==> src/rtl/pulse_req_tx_pkg.sv <==
// Shared CDC definitions for the four-phase pulse request transmitter and its
// receive-side counterpart.
package pulse_req_tx_pkg;

  typedef enum logic [1:0] {
    ST_IDLE   = 2'b00,
    ST_REQ_HI = 2'b01,
    ST_REQ_LO = 2'b10
  } req_state_e;

  function automatic logic req_level(input req_state_e st);
    return (st == ST_REQ_HI);
  endfunction

endpackage

==> src/rtl/cdc_sync_bit.sv <==
// Multi-flop single-bit synchronizer with asynchronous active-low reset.
module cdc_sync_bit #(
  parameter int STAGES = 2
) (
  input  logic clk,
  input  logic rst_n,
  input  logic d,
  output logic q
);

  logic [STAGES-1:0] sync_r;

  // Shift the asynchronous input through the flop chain
  always_ff @(posedge clk or negedge rst_n) begin
    if (!rst_n) begin
      sync_r <= '0;
    end else begin
      sync_r <= {sync_r[STAGES-2:0], d};
    end
  end

  assign q = sync_r[STAGES-1];

endmodule

==> src/rtl/pulse_req_tx.sv <==
// Converts single-cycle pulses into queued four-phase req/ack handshakes
// towards an asynchronous destination domain.
module pulse_req_tx
  import pulse_req_tx_pkg::*;
#(
  parameter int CNT_W       = 4,
  parameter int SYNC_STAGES = 2
) (
  input  logic             clk,
  input  logic             rst_n,
  input  logic             pulse_in,
  input  logic             ack_in,
  output logic             req_out,
  output logic             busy,
  output logic [CNT_W-1:0] pend_cnt,
  output logic             ovf,
  input  logic             ovf_clr
);

  localparam logic [CNT_W-1:0] CNT_MAX     = {CNT_W{1'b1}};
  localparam int               SETTLE_W    = $clog2(SYNC_STAGES + 1);
  localparam logic [SETTLE_W-1:0] SETTLE_DONE = SETTLE_W'(SYNC_STAGES);

  req_state_e          state_r, state_nxt_s;
  logic [CNT_W-1:0]    pend_r, pend_nxt_s;
  logic [SETTLE_W-1:0] settle_r;
  logic                req_r, busy_r, ovf_r;
  logic                ack_s, launch_s, inc_s, dec_s, drop_s;

  cdc_sync_bit #(.STAGES(SYNC_STAGES)) u_ack_sync (
    .clk   (clk),
    .rst_n (rst_n),
    .d     (ack_in),
    .q     (ack_s)
  );

  // Launch/queue decisions; launches wait for the synchronizer to refill after
  // reset so a stale-high ack from an interrupted handshake is never missed
  always_comb begin
    launch_s = (state_r == ST_IDLE) && (settle_r == SETTLE_DONE) && !ack_s &&
               (pulse_in || (pend_r != '0));
    dec_s    = launch_s && (pend_r != '0);
    inc_s    = pulse_in && !(launch_s && (pend_r == '0));
    drop_s   = inc_s && !dec_s && (pend_r == CNT_MAX);
    if (inc_s && !dec_s && !drop_s) begin
      pend_nxt_s = pend_r + CNT_W'(1);
    end else if (dec_s && !inc_s) begin
      pend_nxt_s = pend_r - CNT_W'(1);
    end else begin
      pend_nxt_s = pend_r;
    end
  end

  // Handshake next-state logic; unexpected ack levels leave the state alone
  always_comb begin
    state_nxt_s = state_r;
    case (state_r)
      ST_IDLE: begin
        if (launch_s) state_nxt_s = ST_REQ_HI;
        else          state_nxt_s = ST_IDLE;
      end
      ST_REQ_HI: begin
        if (ack_s) state_nxt_s = ST_REQ_LO;
        else       state_nxt_s = ST_REQ_HI;
      end
      ST_REQ_LO: begin
        if (!ack_s) state_nxt_s = ST_IDLE;
        else        state_nxt_s = ST_REQ_LO;
      end
      default: state_nxt_s = ST_IDLE;
    endcase
  end

  // State, queue, flags and registered outputs
  always_ff @(posedge clk or negedge rst_n) begin
    if (!rst_n) begin
      state_r  <= ST_IDLE;
      pend_r   <= '0;
      settle_r <= '0;
      req_r    <= 1'b0;
      busy_r   <= 1'b0;
      ovf_r    <= 1'b0;
    end else begin
      state_r <= state_nxt_s;
      pend_r  <= pend_nxt_s;
      req_r   <= req_level(state_nxt_s);
      busy_r  <= (state_nxt_s != ST_IDLE) || (pend_nxt_s != '0);
      if (settle_r != SETTLE_DONE) settle_r <= settle_r + SETTLE_W'(1);
      else                         settle_r <= settle_r;
      if (drop_s)       ovf_r <= 1'b1;
      else if (ovf_clr) ovf_r <= 1'b0;
      else              ovf_r <= ovf_r;
    end
  end

  assign req_out  = req_r;
  assign busy     = busy_r;
  assign pend_cnt = pend_r;
  assign ovf      = ovf_r;

endmodule

==> config.mk <==
export PLATFORM = sky130hd
export DESIGN_NAME = pulse_req_tx
export DESIGN_NICKNAME = d
export VERILOG_FILES = /design/src/rtl/pulse_req_tx_pkg.sv /design/src/rtl/cdc_sync_bit.sv /design/src/rtl/pulse_req_tx.sv
export SDC_FILE = /design/constraint.sdc
export NUM_CORES = 1
export LEC_CHECK = 0
export BUFFER_PORTS_ARGS = -buffer_cell sky130_fd_sc_hd__buf_2
export CAP_MARGIN = 20
export CORE_AREA = 2 2 39 41
export DETAILED_ROUTE_END_ITERATION = 10
export DIE_AREA = 0 0 41 43
export GPL_ROUTABILITY_DRIVEN = 0
export HOLD_SLACK_MARGIN = 0.08
export PLACE_DENSITY_LB_ADDON = 0.25
export SLEW_MARGIN = 10
export SYNTH_ARGS = -nofsm -noshare
export SYNTH_HDL_FRONTEND = slang
export SYNTH_HIERARCHICAL = 1
export SYNTH_SLANG_ARGS = --single-unit
==> constraint.sdc <==
create_clock -name clk -period 5.4 [get_ports clk]
set_clock_uncertainty 0.05 [all_clocks]
set_input_delay 1.08 -clock clk [delete_from_list [all_inputs] [get_ports clk]]
set_output_delay 1.08 -clock clk [all_outputs]
set_load 0.005 [all_outputs]
* Word level (Yosys, flattened, before mapping)
Cells that the tools add are included.
Storage, ports and cells: memories kept 0, bits in latches 0, register bits 13, output and inout bits 7, ROM bits 0, logic and storage cells 47, RAM bits 0, input bits 5
Operators by class: add/subtract/negate cells 3, bitwise operators 0, equal/unequal tests 6, mux-type cells 8, shift-type cells 0, order comparisons 0, div/mod/pow operators 0, reductions and logical operators 23, $mul 0
Operators with widths (count):
- $logic_and A1 B1 Y1 | 10
- $mux W4 | 2
- $reduce_bool A4 Y1 | 2
- $pmux W2 S3 | 1
- $logic_not A1 Y1 | 5
- $add A4 B1 Y4 const B | 1
- $eq A2 B1 Y1 const B | 2
- $eq A2 B2 Y1 const B | 2
- $eq A4 B4 Y1 const B | 1
- $logic_not A4 Y1 | 1
- $mux W2 | 2
- $reduce_bool A2 Y1 | 2
- $sub A4 B1 Y4 const B | 1
- $mux W1 | 3
- $add A2 B1 Y2 const B | 1
- $logic_not A2 Y1 | 1
- $logic_or A1 B1 Y1 | 2
- $ne A2 B2 Y1 const B | 1

* Longest topological paths before layout
depth after elaboration 14, gate-level depth with buffers 8, mapped depth without buffers 7

* By module
Netlist, hierarchy kept.
Modules (own cells, without submodules):
- pulse_req_tx | sequential area each 275.3 um^2, times used 1, area an instance 684.4 um^2, cells each 69
- cdc_sync_bit | sequential area each 50.0 um^2, times used 1, area an instance 50.0 um^2, cells each 2

* Worst setup path after synthesis
No wires, ideal clock.
path type input to register, start input port pulse_in, end register busy_r, in the netlist busy, arrival 2.310 ns, library setup time 0.139 ns, buffers on the path 1, cell stages on the path 5, required time 5.211 ns, path slack 2.902 ns, path through clkbuf_1 > and3_1 > a21oi_1 > o221a_2 > or4b_1
Between the ends: word-level cells in the longest chain between the ends 12, elaborated cells between the ends (all ways) 20, those cells by class mux (4); reduce/logical (16)
Ends and longest elaborated chain:
- start: declaration | line pulse_req_tx.sv:11 | input logic pulse_in,
- $logic_or A1 B1 Y1 | line pulse_req_tx.sv:41 | (pulse_in || (pend_r != '0));
- $logic_and A1 B1 Y1 | line pulse_req_tx.sv:40 | launch_s = (state_r == ST_IDLE) && (settle_r == SETTLE_DONE) && !ack_s &&
- $logic_and A1 B1 Y1 | line pulse_req_tx.sv:43 | inc_s = pulse_in && !(launch_s && (pend_r == '0));
- $logic_not A1 Y1 | line pulse_req_tx.sv:43
- $logic_and A1 B1 Y1 | line pulse_req_tx.sv:43
- $logic_and A1 B1 Y1 | line pulse_req_tx.sv:44, pulse_req_tx.sv:45
- $logic_and A1 B1 Y1 | line pulse_req_tx.sv:44 | drop_s = inc_s && !dec_s && (pend_r == CNT_MAX);
- $logic_not A1 Y1 | line pulse_req_tx.sv:45 | if (inc_s && !dec_s && !drop_s) begin
- $logic_and A1 B1 Y1 | line pulse_req_tx.sv:45
- $mux W4 (*) | line pulse_req_tx.sv:45
- net pend_nxt_s[2] | line pulse_req_tx.sv:25 | logic [CNT_W-1:0] pend_r, pend_nxt_s;
- $reduce_bool A4 Y1 (*) | line pulse_req_tx.sv:87 | busy_r <= (state_nxt_s != ST_IDLE) || (pend_nxt_s != '0);
- $logic_or A1 B1 Y1 (*) | line pulse_req_tx.sv:87
- end signal: assignment | line pulse_req_tx.sv:87
- end: declaration | line pulse_req_tx.sv:27 | logic req_r, busy_r, ovf_r;
Mark *: on every way through the listed nets, which the timed path passes. The rest lies on a longest branch. A chain may end at the register's enable or synchronous reset.

* Final worst setup path
start register settle_r[0], end register busy_r, in the netlist busy
Between the ends: word-level cells in the longest chain between the ends 14, elaborated cells between the ends (all ways) 22, those cells by class eq/ne (1); mux (4); reduce/logical (17)
Ends and longest elaborated chain:
- start: declaration | line pulse_req_tx.sv:26 | logic [SETTLE_W-1:0] settle_r;
- start signal: assignment | line pulse_req_tx.sv:88 | if (settle_r != SETTLE_DONE) settle_r <= settle_r + SETTLE_W'(1);
- start signal: assignment | line pulse_req_tx.sv:89 | else settle_r <= settle_r;
- $eq A2 B2 Y1 (*) | line pulse_req_tx.sv:40
- $logic_and A1 B1 Y1 (*) (3 in a row) | line pulse_req_tx.sv:40
- $logic_and A1 B1 Y1 | line pulse_req_tx.sv:43
- $logic_not A1 Y1 | line pulse_req_tx.sv:43
- $logic_and A1 B1 Y1 | line pulse_req_tx.sv:43
- $logic_and A1 B1 Y1 | line pulse_req_tx.sv:44, pulse_req_tx.sv:45
- $logic_and A1 B1 Y1 | line pulse_req_tx.sv:44
- $logic_not A1 Y1 | line pulse_req_tx.sv:45
- $logic_and A1 B1 Y1 | line pulse_req_tx.sv:45
- $mux W4 (*) | line pulse_req_tx.sv:45
- net pend_nxt_s[0] | line pulse_req_tx.sv:25
- $reduce_bool A4 Y1 (*) | line pulse_req_tx.sv:87
- $logic_or A1 B1 Y1 (*) | line pulse_req_tx.sv:87
Marks and branches as above.

==> reports/qor.txt <==
EDFF count, synth = 0
Mean area per synthesized cell = 10.3 µm²
Die Span X = 41 µm
Yosys warnings = 6
Ports = 12
Nets@finish = 92
Pre-CTS WS = 2.62 ns
CP max FO = 6
Routed len/inst = 13.2 µm
Multi-input logic area = 374 µm²
# fillers = 122
Sequential area share after synthesis = 44.3%
Pleak = 0.383 nW
ANT cells = 0
Adder-cell share of the synthesized area = 5.11%
Ratio of cells with drive above 1 in the final layout = 25.3%
Post-layout minimum cycle time = 2.65 ns
Hold/Removal Path Class = reg -> reg
Total CTS buffers = 3
I/O Buffers = 11
First-pass GRT wire length = 2.21 mm
Synth Area in XOR/XNOR = 1.19%
CP Class = reg -> reg
WP data arrival = 2.74 ns
Initial Util = 53.1%
CTS Buffer Depth = 2
Area delta synth->final = 12.3%
Max-cap violations = 0
Vias/cell = 5.85
Mapped Nets = 79
CTS root buffer = clkbuf_4
Crit path max-delay family = simple AND/OR/NAND/NOR gates
Netlist Area Pre-Place = 734 µm²
VDD IR max = 0.227 mV
Tightest Pin Transition = 0.578 ns
Clock-pin transition on the worst setup and hold timing paths = 0.08 ns
H-tree depth = 1
# setup viols final = 0
HPWL after DPL = 1.02 mm
Core Box Area = 1380 µm²
Final Max Slew Viols = 0
GRT overflow = 0
Die H = 43 µm
Row cnt = 14
CP Launch Type = flop
# Post-CTS Setup Buffers = 0
Drt initial violations = 16
Hold-fix buffers, CTS = 0
Max Fclk = 0.378 GHz
Synth cell types = 34
Number of synthesized register bits = 13
Multiplexer share of the synthesized area = 1.53%
Antenna violations before repair = 0
WP buf/inv = 1
Overall routing resource usage = 19.1%
RSZ-0062 raised after global routing = false
CTS sink cnt = 13
DRT Pass-1 Iters = 4
Worst skew pair latency = 0.27 ns
Register area = 325 µm²
Setup TNS = 0 ns
Die area = 1760 µm²
Slack of the critical path = 2.75 ns
Asr flop ratio synth = 100%
Number of global-route vias before repair = 538
Area contributors post-synth = dfrtp_1 (44%), ha_1 (5.1%), nor4b_4 (3.2%)
Largest net degree at the start of global routing = 14
Status = complete, no violations
Critical path's slowest cell = or4b_1
DR vias = 579
DRC viols = 0
Synth area leader = dfrtp_1
Largest family of logic cells by synthesized area = simple AND/OR/NAND/NOR gates
Final WL = 1.31 mm
Setup crit end kind = flop
Fin crit share = 49.0%
Share of the synthesized area in the top cell type = 44.3%
Post-route ant nets = 0
Synth Area in Simple Gates = 23.9%
CP max stage delay = 0.62 ns
CP required = 5.50 ns
Post-CTS sizing = 0
Final Hold Fails = 0
Critical Path, Cell by Cell = inv_1 > ha_1 > or4b_1 > nor2_4 > o2111ai_2 > a2111oi_2 > or4b_1
Synth Area in Compound Gates = 19.3%
Worst rel slew slack = 61.4%
Mapped Cells = 71
CTS tree = built
PwrDens = 410 nW/µm²
Main synth FF type = dfrtp_1
Most common cell on crit path = or4b_1
[kinds of logic (layout without fill, tap and decap cells)]
group,after synthesis,in the layout
buf+inv,9,21
simple gates,26,26
compound gates,18,18
mux,1,1
flops,13,13
xor+xnor,1,1
fa+ha+maj,3,3
[per-layer routing]
layer,up-vias,part of all wire [%],track usage [%]
met5,-,0,0
met4,0,0.92,12.0
met3,2,2.9,3.14
met2,12,51,29.7
met1,277,45,23.2
li1,288,-,-
[final timing paths]
kind                                           start                    to  slack, ns  depth (start not counted)
worst max-delay path                     settle_r[0]                  busy       2.75                          7
worst min register to register  u_ack_sync/sync_r[0]  u_ack_sync/sync_r[1]       0.31                          0
min in group asynchronous                      rst_n           settle_r[1]       0.62                          1
max in group asynchronous                      rst_n                   ovf       4.46                          1
worst max register to register           settle_r[0]                  busy       2.75                          7
worst min-delay path            u_ack_sync/sync_r[0]  u_ack_sync/sync_r[1]       0.31                          0
[worst reg2reg max path: cells and delay by family (launching register included)]
family,cells,cell delay (ns)
AOI/OAI and AO/OA,2,0.49
adders and majority gates,1,0.26
buffers and inverters,1,0.06
DFF,1,0.40
and+or+nand+nor,3,1.26
[power by group]
| part | leakage, nW | switching (mW) | internal, mW |
|---|---|---|---|
| sequential | 0.154 | 0.0337 | 0.118 |
| clock | 0.0177 | 0.0299 | 0.0274 |
| combinational | 0.211 | 0.0653 | 0.0636 |
[cell type report]
type	count	area share, %
Multi-Input combinational cell	49	45.4
Sequential cell	13	39.5
Timing Repair Buffer	11	6.68
Clock buffer	3	2.73
Inverter	6	2.73
Tap cell	16	2.43
Clock inverter	1	0.607
[Yosys cell counts (2+ instances only)]
library cell  number
a21oi_1            2
o21a_1             3
nand3_1            3
or4b_1             2
and3_1             2
dfrtp_1           13
o21ai_0            4
nor2_1             4
nand2_1            3
inv_1              5
nor3b_1            2
clkbuf_1           2
nand4_1            3
ha_1               3
[cells in the final DEF, fill, tap and decap left out, drive strengths merged]
master | synthesis | final
nand2 | 3 | 3
o21a | 3 | 3
and3 | 2 | 2
clkbuf | 2 | 3
ha | 3 | 3
o221a | 1 | 1
mux2 | 1 | 1
nor3 | 1 | 1
a41o | 1 | 1
dfrtp | 13 | 13
nand4 | 3 | 3
and2b | 1 | 1
a21boi | 1 | 1
or4 | 1 | 1
clkinv | 0 | 1
nor2 | 5 | 5
and2 | 1 | 1
a21oi | 2 | 2
or4b | 2 | 2
o211ai | 1 | 1
inv | 6 | 6
nor3b | 2 | 2
a211oi | 1 | 1
o311a | 1 | 1
xnor2 | 1 | 1
o21ai | 5 | 5
nor2b | 1 | 1
nor4b | 1 | 1
o2111ai | 1 | 1
nand3 | 3 | 3
buf | 1 | 11
a2111oi | 1 | 1
[registers in the layout (all words and copies together), names as in the netlist]
| signal | cells |
|---|---|
| state_r | 2 |
| u_ack_sync/sync_r | 2 |
| req_out | 1 |
| ovf | 1 |
| pend_cnt | 4 |
| busy | 1 |
| settle_r | 2 |
[through the flow]
stage	hold slack [ns]	cells	power, mW	util [%]	cell area (µm²)
after floorplan	0.281	71	0.241	-	734
after global placement	0.293	95	0.280	57.6	797
after detailed placement	0.291	95	0.283	57.6	797
after CTS	0.308	99	0.341	59.6	825
after global routing	0.324	99	0.370	59.6	825
final	0.306	99	0.338	59.6	825
Power figures use the tool's default switching activity.
